`config.mk`:
```
export PLATFORM = sky130hd
export DESIGN_NAME = risc_v_pipe_ctrl
export DESIGN_NICKNAME = d
export VERILOG_FILES = /design/src/rtl/risc_v_pipe_ctrl_pkg.sv /design/src/rtl/risc_v_hazard_detect.sv /design/src/rtl/risc_v_pipe_ctrl.sv
export SDC_FILE = /design/constraint.sdc
export NUM_CORES = 1
export LEC_CHECK = 0
export ABC_AREA = 1
export ABC_CLOCK_PERIOD_IN_PS = 1200
export BUFFER_PORTS_ARGS = -buffer_cell sky130_fd_sc_hd__buf_2
export CAP_MARGIN = 20
export CORE_MARGIN = 10
export CORE_UTILIZATION = 35
export DETAILED_ROUTE_END_ITERATION = 10
export MAX_ROUTING_LAYER = met4
export PLACE_DENSITY = 0.81
export SLEW_MARGIN = 10
export SYNTH_ARGS = -nofsm -noshare
export SYNTH_HDL_FRONTEND = slang
export SYNTH_HIERARCHICAL = 1
export SYNTH_SLANG_ARGS = --single-unit
export TNS_END_PERCENT = 5
```
`constraint.sdc`:
```
create_clock -name clk -period 1.2 [get_ports clk]
set_clock_uncertainty 0.15 [all_clocks]
set_input_delay 0.18 -clock clk [delete_from_list [all_inputs] [get_ports clk]]
set_output_delay 0.18 -clock clk [all_outputs]
set_load 0.01 [all_outputs]
```
`src/rtl/risc_v_pipe_ctrl_pkg.sv`:
```
// Shared types and constants for the IF/ID pipeline sequencer and its hazard helper.
package risc_v_pipe_ctrl_pkg;

    localparam int          REG_W = 5;
    localparam logic [31:0] NOP   = 32'h00000013;

    typedef enum logic [1:0] {
        ST_RUN   = 2'd0,
        ST_WAIT  = 2'd1,
        ST_DRAIN = 2'd2,
        ST_ERROR = 2'd3
    } state_t;

endpackage

```
`src/rtl/risc_v_hazard_detect.sv`:
```
// Combinational load-use detector: the EX load writes a register the ID instruction reads.
module risc_v_hazard_detect
    import risc_v_pipe_ctrl_pkg::*;
(
    input  logic             mem_read_ex,
    input  logic [REG_W-1:0] rd_ex,
    input  logic [REG_W-1:0] rs1_id,
    input  logic [REG_W-1:0] rs2_id,
    input  logic             uses_rs2_id,
    output logic             lu
);

    // x0 is hardwired to zero, so a load targeting it never creates a dependency.
    assign lu = mem_read_ex && (rd_ex != '0) &&
                ((rd_ex == rs1_id) || (uses_rs2_id && (rd_ex == rs2_id)));

endmodule

```
`src/rtl/risc_v_pipe_ctrl.sv`:
```
// IF/ID front-end sequencer: redirect / load-use / imem wait arbitration with a fetch timeout.
// Optional performance counters are built only when PIPE_PERF_CNT_EN is defined.
module risc_v_pipe_ctrl
    import risc_v_pipe_ctrl_pkg::*;
#(
    parameter int MAX_WAIT = 15,
    parameter int CNT_W    = 32
) (
    input  logic             clk,
    input  logic             reset,
    input  logic             MemRead_EX,
    input  logic [REG_W-1:0] RD_EX,
    input  logic [REG_W-1:0] RS1_ID,
    input  logic [REG_W-1:0] RS2_ID,
    input  logic             USES_RS2_ID,
    input  logic             PCSrc,
    input  logic             imem_ack,
    output logic             imem_req,
    output logic             PC_write,
    output logic             IF_ID_write,
    output logic             IF_ID_flush,
    output logic             ID_EX_flush,
    output logic             fetch_timeout,
    output logic [1:0]       state_o,
    output logic [CNT_W-1:0] stall_cnt,
    output logic [CNT_W-1:0] bubble_cnt,
    output logic [CNT_W-1:0] flush_cnt
);

    state_t     state, state_nxt;
    logic [7:0] wait_cnt, wait_cnt_nxt;
    logic       lu, fetch_ok;
    logic       do_stall, do_bubble, do_flush;

    risc_v_hazard_detect u_hazard (
        .mem_read_ex (MemRead_EX),
        .rd_ex       (RD_EX),
        .rs1_id      (RS1_ID),
        .rs2_id      (RS2_ID),
        .uses_rs2_id (USES_RS2_ID),
        .lu          (lu)
    );

    assign fetch_ok      = ((state == ST_RUN) || (state == ST_WAIT)) && imem_ack;
    assign fetch_timeout = (state == ST_ERROR);
    assign state_o       = state;

    always_ff @(posedge clk) begin
        if (!reset) begin
            state    <= ST_RUN;
            wait_cnt <= '0;
        end else begin
            state    <= state_nxt;
            wait_cnt <= wait_cnt_nxt;
        end
    end

    // Defaults are the safe "bubble everything" pattern used in reset and ERROR.
    always_comb begin
        state_nxt    = state;
        wait_cnt_nxt = wait_cnt;
        imem_req     = 1'b0;
        PC_write     = 1'b0;
        IF_ID_write  = 1'b1;
        IF_ID_flush  = 1'b1;
        ID_EX_flush  = 1'b1;
        do_stall     = 1'b0;
        do_bubble    = 1'b0;
        do_flush     = 1'b0;

        if (reset) begin
            imem_req = (state == ST_RUN) || (state == ST_WAIT);
            if (state == ST_ERROR) begin
                if (imem_ack)
                    wait_cnt_nxt = '0;
            end else begin
                if (PCSrc) begin
                    PC_write = 1'b1;
                    do_flush = 1'b1;
                end else if (lu) begin
                    IF_ID_write = 1'b0;
                    IF_ID_flush = 1'b0;
                    do_stall    = 1'b1;
                end else if (fetch_ok) begin
                    PC_write    = 1'b1;
                    IF_ID_flush = 1'b0;
                    ID_EX_flush = 1'b0;
                end else begin
                    ID_EX_flush = 1'b0;
                    do_bubble   = 1'b1;
                end

                // A redirect with the fetch still outstanding makes that word stale.
                if (imem_ack) begin
                    state_nxt    = ST_RUN;
                    wait_cnt_nxt = '0;
                end else if (wait_cnt == 8'(MAX_WAIT)) begin
                    state_nxt = ST_ERROR;
                end else begin
                    wait_cnt_nxt = wait_cnt + 8'd1;
                    state_nxt    = ((state == ST_DRAIN) || PCSrc) ? ST_DRAIN : ST_WAIT;
                end
            end
        end
    end

`ifdef PIPE_PERF_CNT_EN
    logic [CNT_W-1:0] stall_q, bubble_q, flush_q;

    // Saturating event counters; they hold at all-ones rather than wrapping.
    always_ff @(posedge clk) begin
        if (!reset) begin
            stall_q  <= '0;
            bubble_q <= '0;
            flush_q  <= '0;
        end else begin
            if (do_stall && (stall_q != '1))
                stall_q <= stall_q + CNT_W'(1);
            if (do_bubble && (bubble_q != '1))
                bubble_q <= bubble_q + CNT_W'(1);
            if (do_flush && (flush_q != '1))
                flush_q <= flush_q + CNT_W'(1);
        end
    end

    assign stall_cnt  = stall_q;
    assign bubble_cnt = bubble_q;
    assign flush_cnt  = flush_q;
`else
    logic perf_unused;
    assign perf_unused = ^{do_stall, do_bubble, do_flush};
    assign stall_cnt   = '0;
    assign bubble_cnt  = '0;
    assign flush_cnt   = '0;
`endif

endmodule
```
# == Word-level counts from Yosys, hierarchy flattened ==
# Index checks and enable logic that the tools add are counted.
# word_totals
ff_bits,10
latch_bits,0
ram_bits,0
rom_bits,0
input_bits,21
output_inout_bits,104
elab_cells,47
mem_count,0
# op_classes
addsub,1
multipliers,0
div,0
n_lt_le_gt_ge,0
n_eq_ne,8
shifts,0
n_mux,26
bitwise,0
reduce_logical,10
# ops
cell,count
$mux 8,4
$mux 1,19
$eq 5x5->1,2
$add 8x1->8 const B,1
$eq 8x4->1 const B,1
$mux 2,3
$reduce_bool 5->1,1
$eq 2x2->1 const B,2
$logic_and 1x1->1,4
$ne 2x2->1 const B,2
$logic_or 1x1->1,3
$eq 2x1->1 const B,1
$logic_not 2->1,1
$reduce_and 2->1,1

# == Longest topological paths before layout ==
# Gate-level depths: netlist of the first run.
# logic_depth
ltp_word,8
mapped_depth,9

# == Cells and area by module ==
# Netlist of the first run, hierarchy kept.
# by_module_without_submodules
mod,n_inst,cells_per_inst,area_per_inst_um2,seq_area_each_um2
risc_v_pipe_ctrl,1,191,1346.3,200.2
risc_v_hazard_detect,1,52,206.4,0.0

# == Least setup slack after synthesis of the first run ==
# No wires, ideal clock.
# synth_timing
path_type,flip-flop to flip-flop
from,reg wait_cnt[0]
to,reg wait_cnt[3]
setup_ps,109
arrival_ps,1047
slack_ps,-106
path_stages_with_launch,8
path_buffers,0
path_cell_list,dfxtp_1 > ha_1 > nand3_1 > nor2_4 > nor2_4 > nand3_1 > nand2_1 > nor2_2
# synth_between
elab_chain_len,4
word_cells_on_any_way,7
cone_classes,add/sub: 1; eq/ne: 2; mux: 3; reduce/logical: 1
# synth_lines
item,line_no,rtl
from (decl),risc_v_pipe_ctrl.sv:31,"logic [7:0] wait_cnt, wait_cnt_nxt;"
from (signal assigned),risc_v_pipe_ctrl.sv:54,wait_cnt <= wait_cnt_nxt;
$add 8x1->8,risc_v_pipe_ctrl.sv:100,wait_cnt_nxt = wait_cnt + 8'd1;
$mux 8,risc_v_pipe_ctrl.sv:97,end else if (wait_cnt == 8'(MAX_WAIT)) begin
$mux 8,risc_v_pipe_ctrl.sv:94,if (imem_ack) begin
$mux 8,risc_v_pipe_ctrl.sv:73,if (state == ST_ERROR) begin
# Several ways; a longest one is shown, not always the timed one. The select of a mux whose other input is x is not followed.
# A chain may end at the register's enable or synchronous reset.

# == Final worst setup path of the first run ==
# layout_timing
from,"reg state[1], in the netlist state_o[1]"
to,out PC_write
# layout_between
elab_chain_len,8
word_cells_on_any_way,10
cone_classes,eq/ne: 2; mux: 5; reduce/logical: 3
# layout_lines
item,line_no,rtl
from (decl),risc_v_pipe_ctrl.sv:30,"state_t state, state_nxt;"
from (signal assigned),risc_v_pipe_ctrl.sv:53,state <= state_nxt;
$eq 2x1->1 / $logic_not 2->1 (equally long branches),risc_v_pipe_ctrl.sv:44,assign fetch_ok = ((state == ST_RUN) || (state == ST_WAIT)) && imem_ack;
$logic_or 1x1->1,risc_v_pipe_ctrl.sv:44,
$logic_and 1x1->1,risc_v_pipe_ctrl.sv:44,
$mux 1,risc_v_pipe_ctrl.sv:84,end else if (fetch_ok) begin
$mux 1,risc_v_pipe_ctrl.sv:80,end else if (lu) begin
$mux 1,risc_v_pipe_ctrl.sv:77,if (PCSrc) begin
$mux 1 *,risc_v_pipe_ctrl.sv:73,
$mux 1 *,risc_v_pipe_ctrl.sv:71,if (reset) begin
to (decl),risc_v_pipe_ctrl.sv:19,"output logic PC_write,"
# Every way passes the cells marked *; elsewhere a longest branch is shown, timed or not.

==> run summary, run 1 <==
Status -> complete, but fails checks
Failing checks -> setup timing
Avg WL per Cell -> 11.6 microns
Tmin final -> 1.47 ns
Number of CTS-inserted buffers -> 3
Count of antenna-violating nets left after detailed routing -> 0
Kind of end point of the critical path -> primary output
Dpl hpwl -> 3.38 mm
Max Cap Violations -> 0
Multiplexer area fraction after synthesis -> 0%
Hold wc startpoint -> imem_ack
Post-Synth Adder-Cell Area -> 0.806%
Synth top area cells -> buf_4, dfxtp_1, nand2_1, inv_1, nor2_1
Top-area cell type share of the netlist area -> 46.4%
Slew Viols, Final -> 0
Final Hold Fails -> 0
Syn Inst Count -> 243
Worst VDD drop -> 0.000368 V
Leak pwr -> 1.02 nW
Worst reg2reg path startpoint -> wait_cnt[0]
Hold depth -> 4
Final worst path period share -> 123%
Starting Density -> 35.9%
1st-iter DRT viols -> 67
Pre-CTS setup slack -> -0.370 ns
Syn avg cell area -> 6.39 sq um
Vias -> 1284
Largest net degree at the start of global routing -> 10
CP Class -> register to primary output
Placed cells -> 339
# setup viols final -> 17
Synth-to-Final Area Change -> 16.0%
CP Launch Type -> register
Reg2Reg Setup Slack -> -0.13 ns
Commonest non-fill, non-tap cell in the layout -> conb_1
Total wire length -> 4.01 mm
Drt pass-1 iters -> 4
H-tree depth -> 1
Largest family of logic cells by synthesized area -> buffers and inverters
TritonCTS clock tree -> done
Worst Reg-to-Reg Cells -> 7
DIE WIDTH -> 86.6 microns
Most frequent cells in the layout -> conb_1, nand2_1, inv_1
GRT overflow -> 0
Vias in the first global route -> 1324
FF+latch count, synth -> 10
ANT cells -> 0
Seq/Total Area, Yosys -> 12.9%
Max Buffers Root-to-Sink -> 2
Layout cells sized above 1 -> 33.1%
Initial antenna violation count -> 0
GRT Total Usage -> 9.04%
Compound-Gate Fraction of Synth Area -> 4.19%
First-pass GRT wire length -> 5.69 mm
Drt drc -> 0
PD cells -> 649 nW/um^2
Clk slew on worst S/H paths -> 0.05 ns
I/O pins -> 125
Worst-Skew Late Latency -> 0.23 ns
Core area -> 4320 sq um
Xor-xnor portion of the synthesized cell area -> 0.564%
Port Buf Inserts -> 28
Critical Path Start -> state_o[1]
Crit path max fanout -> 3
Placer Congestion -> 0.807
CTS Root Buffer Type -> clkbuf_8
Net count, final -> 316
Cts hold-fix bufs -> 0
Fin util -> 41.6%
Cell accounting for the most synthesized area -> buf_4
CP arrival -> 1.14 ns
Die area -> 7500 sq um
Unrepaired setup endpoints after global routing -> yes
Die Span Y -> 86.6 microns
Synth unique cells -> 25
Via density -> 3.72
Yosys warns -> 6
Non-filler cells, final -> 345
Hold Path Class -> primary input to register
Req. time, crit path -> 0.87 ns
Post-Synth Simple-Gate Area -> 27.8%
Worst setup margin -> -0.273 ns
CTS Sinks -> 10
Netlist Area Pre-Place -> 1550 sq um
Rows -> 24
Max Freq -> 679 MHz
metrics by stage:
stage          instance area (sq um)  power, W  hold slack (ns)  setup TNS, ns
2_1_floorplan                   1940  0.000811            0.207         -0.164
3_3_place_gp                    1550  0.000669            0.359          -2.05
3_5_place_dp                    1550  0.000675            0.375          -2.34
4_1_cts                         1670   0.00112            0.143          -2.55
5_1_grt                         1800   0.00125            0.190          -3.62
6_report                        1800   0.00117            0.155          -2.20
sequential cells by signal, summed over array words and instances (netlist names):
name      count
state_o       2
wait_cnt      8
cells by family (layout without fill, tap and decap cells):
group / after synthesis / in the layout
AOI/OAI and AO/OA: 11 / 11
xor gates and xnor gates: 1 / 1
adders and majority gates: 1 / 1
buffers and inverters: 125 / 80
DFF: 10 / 10
other: 1 / 96
and+or+nand+nor: 94 / 94
path summary, 6_finish.rpt:
check | to
hold reg to reg | wait_cnt[2]
hold / removal | state_o[0]
setup reg to reg | wait_cnt[3]
setup / recovery | PC_write
what timing repair did:
item	CTS	global route
resized for setup	15	39
buffers inserted	2	0
pin swaps	10	23
endpoints found under the setup margin	18	18
layer usage:
metal | vias up | GRT usage (%) | routed length, microns
met5 | - | - | 0
met4 | 0 | 1.33 | 0
met3 | 0 | 3.10 | 499
met2 | 79 | 17.2 | 2100
met1 | 563 | 8.69 | 1410
li1 | 642 | - | -
cell usage after synthesis:
cell       n
nor2_4     3
nand3b_1   1
xnor2_1    1
ha_1       1
nor2_1    17
o21ai_1    3
clkinv_2   1
a21oi_2    2
nand4_1    2
inv_1     24
nand2_1   49
buf_4     96
nand3_2    1
nand2_2    2
nor3_1     2
nand3_1   11
a21boi_1   1
nor2_2     5
nand2_4    1
clkinv_1   2
conb_1     1
o21ai_0    2
a21oi_1    3
inv_2      2
dfxtp_1   10
layout make-up:
cell class / instances / area, sq um
inverters: 29 / 119
clock buffers: 4 / 55.1
fillers: 443 / 2520
flip-flops and latches: 10 / 208
multi-input cells: 203 / 958
repair buffers: 47 / 395
well taps: 52 / 65.1
critical path, stage by stage (launching register included):
cell and delay, ns:
dfxtp_4 0.35, inv_1 0.07, nand2_1 0.07, o21ai_1 0.14, nand2_1 0.07, nor2_1 0.08, buf_2 0.13
power by group:
group | total, W | internal [W] | switching (W)
logic | 0.000400 | 0.000131 | 0.000269
registers | 0.000348 | 0.000340 | 0.00000774
clock network | 0.000421 | 0.000288 | 0.000132
Note: power is estimated with default switching activity, not from simulation.
==> inputs of run 2 (changes only) <==
- ABC_AREA: 1 -> unset
- CORE_UTILIZATION: 35 -> 34
- PLACE_DENSITY: 0.81 -> 0.82
==> run summary, run 2 <==
Commonest non-fill, non-tap cell in the layout -> conb_1
Top reg by flops -> wait_cnt
Failing checks -> setup timing
Worst-Skew Late Latency -> 0.23 ns (about the same)
Max Buffers Root-to-Sink -> 2 (unchanged)
Top-area cell type share of the netlist area -> 51.9% (+5.5 points)
I/O pins -> 125 (unchanged)
Worst Reg-to-Reg Cells -> 5 (-2)
Leak pwr -> 0.850 nW (-17%)
Hold Path Class -> primary input to register
Sequential power share -> 31.1% (+1.3 points)
Via density -> 3.61 (-3.1%)
Max Cap Violations -> 0 (unchanged)
Avg WL per Cell -> 12.3 microns (+5.7%)
CP arrival -> 1.53 ns (+0.39 ns)
TritonCTS clock tree -> done
Count leader, synth -> buf_4
CP Class -> primary input to primary output
GRT overflow -> 0 (unchanged)
Post-synth EDFFs -> 0 (unchanged)
Sw power -> 0.000376 W (-7.9%)
Pre-CTS setup slack -> -0.706 ns (-0.336 ns)
Slew Viols, Final -> 0 (unchanged)
DIE WIDTH -> 84.3 microns (-2.7%)
Core area -> 4000 sq um (-7.5%)
Worst setup margin -> -0.659 ns (-0.386 ns)
Largest net degree at the start of global routing -> 9 (-1)
ANT cells -> 0 (unchanged)
Reg2Reg Setup Slack -> -0.21 ns (-0.08 ns)
Worst VDD drop -> 0.000372 V (+1.2%)
Non-filler cells, final -> 279 (-19%)
Kind of end point of the critical path -> primary output
Vias in the first global route -> 1152 (-13%)
Drt pass-1 iters -> 4 (unchanged)
# setup viols final -> 16 (-1)
Dpl hpwl -> 3.12 mm (-7.6%)
Combinational power share -> 31.5% (-2.7 points)
Synth unique cells -> 32 (+28%)
R2R Path End -> wait_cnt[0]
Met1 Track Usage GR -> 7.10% (-1.6 points)
Sw frac -> 33.9% (-1.1 points)
CTS Sinks -> 10 (unchanged)
Placed cells -> 274 (-19%)
Max reg flops -> 8 (unchanged)
PD cells -> 726 nW/um^2 (+12%)
Tmin final -> 1.86 ns (+0.386 ns)
Number of CTS-inserted buffers -> 3 (unchanged)
H-tree depth -> 1 (unchanged)
CTS Root Buffer Type -> clkbuf_8
Syn avg cell area -> 7.84 sq um (+23%)
Seq/Total Area, Yosys -> 14.3% (+1.4 points)
Met3 global-route usage -> 5.22% (+2.1 points)
Count of antenna-violating nets left after detailed routing -> 0 (unchanged)
Placer Congestion -> 0.757 (-6.1%)
Async set or reset register ratio after synthesis -> 0% (unchanged)
Hold wc startpoint -> PCSrc
Die area -> 7100 sq um (-5.4%)
FF+latch count, synth -> 10 (unchanged)
First-pass GRT wire length -> 5.20 mm (-8.5%)
Grt met2 use -> 16.7% (-0.58 points)
Netlist Area Pre-Place -> 1400 sq um (-9.6%)
Cell accounting for the most synthesized area -> buf_4
Cts hold-fix bufs -> 0 (unchanged)
Syn Inst Count -> 179 (-26%)
1st-iter DRT viols -> 15 (-78%)
Port Buf Inserts -> 28 (unchanged)
Int Power -> 0.000735 W (-3.2%)
Unrepaired setup endpoints after global routing -> yes
Drt drc -> 0 (unchanged)
Die Span Y -> 84.3 microns (-2.7%)
Yosys warns -> 6 (unchanged)
Clk pwr share -> 37.5% (+1.5 points)
Crit path max fanout -> 3 (unchanged)
Initial antenna violation count -> 0 (unchanged)
Final Hold Fails -> 0 (unchanged)
Net count, final -> 252 (-20%)
Critical Path Start -> RD_EX[0]
Final worst path period share -> 155% (+32 points)
Top cells by count, synth -> buf_4, xor2_1, dfxtp_1
GRT Total Usage -> 8.79% (-0.24 points)
Main synth FF type -> dfxtp_1
Synth-to-Final Area Change -> 9.09%
Starting Density -> 35.1% (-0.81 points)
Worst reg2reg path startpoint -> wait_cnt[0]
CP Capture Point -> IF_ID_flush
Rows -> 23 (-4.2%)
Most frequent cells in the layout -> conb_1, buf_2, buf_4
Status -> complete, but fails checks
Synth top area cells -> buf_4, dfxtp_1, xor2_1, nand3_1, nor2_1
Vias -> 1006 (-22%)
Max Freq -> 538 MHz (-21%)
Layout cells sized above 1 -> 33.2% (+0.082 points)
CP Launch Type -> primary input
Total wire length -> 3.42 mm (-15%)
Clk slew on worst S/H paths -> 0.05 ns (about the same)
Req. time, crit path -> 0.87 ns (about the same)
Most used routing layer -> met2
run 2: cell types whose count changed in the layout (fill, tap and decap cells not counted), moves of 8 or more:
cell,change
nor2_2,-8
buf_2,+10
buf_6,-10
inv_1,-15
nand2_1,-35
xor2_1,+11
nand2_2,-9
run 2: kinds of logic after synthesis:
logic type      after synthesis  share of synthesized area (%)
mux                           2                           1.43
other cells                   1                          0.267
simple gates                 36                           14.5
xor+xnor                     14                           8.73
flops                        10                           14.3
compound gates               14                           6.86
fa+ha+maj                     1                          0.891
buf+inv                     101                           53.0
run 2: worst min-delay path by stage:
| stage | to | slack, ns | depth (start not counted) |
|---|---|---|---|
| CTS | state_o[1] | 0.11 | 3 |
| global placement | state_o[1] | 0.35 | 3 |
| global route | state_o[1] | 0.14 | 3 |
| finish | state_o[1] | 0.12 | 3 |
| floorplan | state_o[0] | 0.17 | 2 |
| detailed placement | state_o[1] | 0.36 | 4 |
run 2: layer usage:
metal  share of wire (%)  vias to the layer above
met5                   0                        -
met4                0.99                        0
met3                  11                        2
met2                  55                       68
met1                  33                      451
li1                    -                      485
run 2: metrics by stage:
step / instance area [sq um] / power [W] / hold WS (ns) / util [%] / TNS [ns]
floorplan: 1770 / 0.000795 / 0.170 / - / -1.72
global placement: 1390 / 0.000659 / 0.345 / 34.7 / -3.52
detailed placement: 1390 / 0.000663 / 0.357 / 34.7 / -3.81
CTS: 1500 / 0.00110 / 0.113 / 37.5 / -3.25
global route: 1530 / 0.00119 / 0.140 / 38.3 / -4.54
finish: 1530 / 0.00111 / 0.121 / 38.3 / -3.34
run 2: what timing repair did:
item | in CTS | in global routing
endpoints found under the hold margin | 0 | 0
pin swaps | 7 | 9
cloned | 0 | 0
resized for setup | 16 | 8
setup endpoints to repair | 17 | 18
buffers inserted | 0 | 1
run 2: power by group through the flow:
stage | clock (W) | combinational (W) | sequential [W]
after floorplan | 0 | 0.000442 | 0.000353
after global placement | 0 | 0.000310 | 0.000349
after detailed placement | 0 | 0.000314 | 0.000350
after CTS | 0.000426 | 0.000325 | 0.000344
after global routing | 0.000454 | 0.000386 | 0.000345
final | 0.000416 | 0.000350 | 0.000345
run 2: worst max-delay path, stage by stage:
cell and delay [ns]:
buf_4 0.13, xor2_1 0.17, nor4_2 0.24, nand3_1 0.12, a21oi_2 0.18, buf_4 0.13
nor2_1 0.03, o22ai_1 0.12, nand2_1 0.09, buf_6 0.13
run 2: cell type report:
| class | instances | area (sq um) |
|---|---|---|
| inverter | 3 | 11.3 |
| fill | 437 | 2470 |
| sequential | 10 | 206 |
| multi-input combinational | 163 | 863 |
| timing repair buffer | 49 | 333 |
| tap | 50 | 62.6 |
| clock buffer | 4 | 55.1 |
==> inputs of run 3 (changes only) <==
- ABC_CLOCK_PERIOD_IN_PS: 1200 -> 1500
- GPL_TIMING_DRIVEN: unset -> 0
- clock period: 1.2 -> 1.5 ns (I/O delays scaled with it)
==> run summary, run 3 (synthesized netlist as in run 2, its figures left out) <==
Status -> complete, but fails checks
Failing checks -> setup timing
PD cells -> 486 nW/um^2 (-33%)
Max reg flops -> 8 (unchanged)
CP Launch Type -> primary input
Worst Reg-to-Reg Cells -> 4 (-1)
Worst setup margin -> -0.460 ns (+0.198 ns)
Kind of end point of the critical path -> primary output
First-pass GRT wire length -> 5.84 mm (+12%)
Die Span Y -> 84.3 microns (unchanged)
Sw power -> 0.000328 W (-13%)
CP Class -> primary input to primary output
CP arrival -> 1.59 ns (+0.06 ns)
# setup viols final -> 5 (-11)
Slew Viols, Final -> 0 (unchanged)
Count of antenna-violating nets left after detailed routing -> 0 (unchanged)
Final Hold Fails -> 0 (unchanged)
Most frequent cells in the layout -> buf_4, conb_1, buf_2
Largest net degree at the start of global routing -> 9 (unchanged)
Final worst path period share -> 131%
Max Buffers Root-to-Sink -> 2 (unchanged)
GRT Total Usage -> 10.3% (+1.5 points)
Worst reg2reg path startpoint -> state_o[0]
Fin util -> 51.8% (+14 points)
ANT cells -> 0 (unchanged)
Hold depth -> 3 (unchanged)
CTS Sinks -> 10 (unchanged)
Worst VDD drop -> 0.000241 V (-35%)
Cts hold-fix bufs -> 0 (unchanged)
Critical Path Start -> RS2_ID[2]
Vias in the first global route -> 1270 (+10%)
Max Freq -> 510 MHz
DIE WIDTH -> 84.3 microns (unchanged)
Total wire length -> 3.79 mm (+11%)
Leak pwr -> 1.27 nW (+50%)
Core area -> 4000 sq um (unchanged)
Hold wc startpoint -> reset
Port Buf Inserts -> 28 (unchanged)
Dpl hpwl -> 3.45 mm (+11%)
Unrepaired setup endpoints after global routing -> yes
Sw frac -> 32.5% (-1.4 points)
Req. time, crit path -> 1.12 ns (+0.25 ns)
Commonest non-fill, non-tap cell in the layout -> buf_4
H-tree depth -> 1 (unchanged)
Critical Path Slowest Stage Cell -> nor4_2
Tmin final -> 1.96 ns
Avg WL per Cell -> 10.6 microns (-14%)
Starting Density -> 35.1% (unchanged)
Drt pass-1 iters -> 4 (unchanged)
Int Power -> 0.000681 W (-7.4%)
Drt drc -> 0 (unchanged)
Worst-Skew Late Latency -> 0.24 ns (about the same)
CTS Root Buffer Type -> clkbuf_8
Synth-to-Final Area Change -> 47.7%
I/O pins -> 125 (unchanged)
Hold Path End -> state_o[1]
Clk slew on worst S/H paths -> 0.04 ns (about the same)
Die area -> 7100 sq um (unchanged)
1st-iter DRT viols -> 35 (+20)
TritonCTS clock tree -> done
Top reg by flops -> wait_cnt
Crit path max fanout -> 3 (unchanged)
Reg2Reg Setup Slack -> 0.08 ns (+0.29 ns)
Pre-CTS setup slack -> -0.571 ns (+0.135 ns)
Number of CTS-inserted buffers -> 3 (unchanged)
R2R Path End -> wait_cnt[3]
Placer Congestion -> 0.781 (+3.1%)
# fillers -> 398 (-8.9%)
CP Cell Sequence -> buf_6, xor2_1, nor4_2, nand3_1, a21oi_2, inv_2, a21oi_2, o22ai_1, and2_4, buf_6
Sequential power share -> 27.6% (-3.5 points)
GRT overflow -> 0 (unchanged)
Via density -> 3.41 (-5.5%)
Net count, final -> 331 (+31%)
Combinational power share -> 44.7% (+13 points)
Max Cap Violations -> 0 (unchanged)
Rows -> 23 (unchanged)
Layout cells sized above 1 -> 47.6% (+14 points)
Vias -> 1216 (+21%)
Hold Path Class -> primary input to register
Clk pwr share -> 27.6% (-9.9 points)
Max stage delay on crit path -> 0.30 ns (+0.06 ns)
Initial antenna violation count -> 0 (unchanged)
==> run 3: cell count changes in the layout (fill, tap and decap cells not counted), moves of 2 or more <==
cell	delta
nand2_1	+2
dfxtp_1	+2
buf_4	+79
nand2_2	-2
dfxtp_2	-2
==> run 3: how the worst max path moves through the flow <==
stage | slack (ns) | to
floorplan | -0.21 | PC_write
global placement | -0.54 | PC_write
detailed placement | -0.57 | PC_write
CTS | -0.48 | PC_write
global route | -0.59 | PC_write
finish | -0.46 | PC_write
==> run 3: routing by layer <==
| layer | share of wire, % | GRT usage, % |
|---|---|---|
| met1 | 34 | 8.52 |
| met2 | 54 | 19.6 |
| met3 | 10 | 5.22 |
| met4 | 0.79 | 2.74 |
| met5 | 0 | - |
==> run 3: cell type report <==
class	instances	area, sq um	share of cell area [%]
Tap cell	50	62.6	3.02
Multi-Input combinational cell	163	835	40.3
Timing Repair Buffer	30	186	8.99
Clock buffer	3	41.3	1.99
Buffer	98	733	35.4
Sequential cell	10	204	9.84
Inverter	3	11.3	0.543
==> run 3: power by group through the flow <==
stage / registers, W / logic [W] / clock network, W
finish: 0.000279 / 0.000451 / 0.000279
global route: 0.000280 / 0.000494 / 0.000296
CTS: 0.000278 / 0.000428 / 0.000284
detailed placement: 0.000283 / 0.000413 / 0
global placement: 0.000283 / 0.000411 / 0
floorplan: 0.000283 / 0.000353 / 0
==> run 3: worst max-delay path, delay by kind of cell <==
family | cells | cell delay (ns)
buffers and inverters | 3 | 0.27
xor gates and xnor gates | 1 | 0.16
AOI/OAI and AO/OA | 3 | 0.36
and+or+nand+nor | 3 | 0.58
==> run 3: what timing repair did <==
action / in CTS / in global routing
endpoints found under the setup margin: 6 / 8
resized for setup: 10 / 4
setup buffers: 2 / 0
pin swaps: 7 / 3
==> run 3: stage by stage <==
stage | hold slack (ns) | cells | power (W) | setup TNS (ns) | area (sq um)
4_1_cts | 0.115 | 357 | 0.000990 | -1.74 | 2070
6_report | 0.119 | 357 | 0.00101 | -1.69 | 2070
3_5_place_dp | 0.348 | 352 | 0.000696 | -1.65 | 1970
5_1_grt | 0.151 | 357 | 0.00107 | -2.31 | 2070
2_1_floorplan | 0.215 | 274 | 0.000636 | -0.296 | 1770
3_3_place_gp | 0.336 | 352 | 0.000694 | -1.56 | 1970
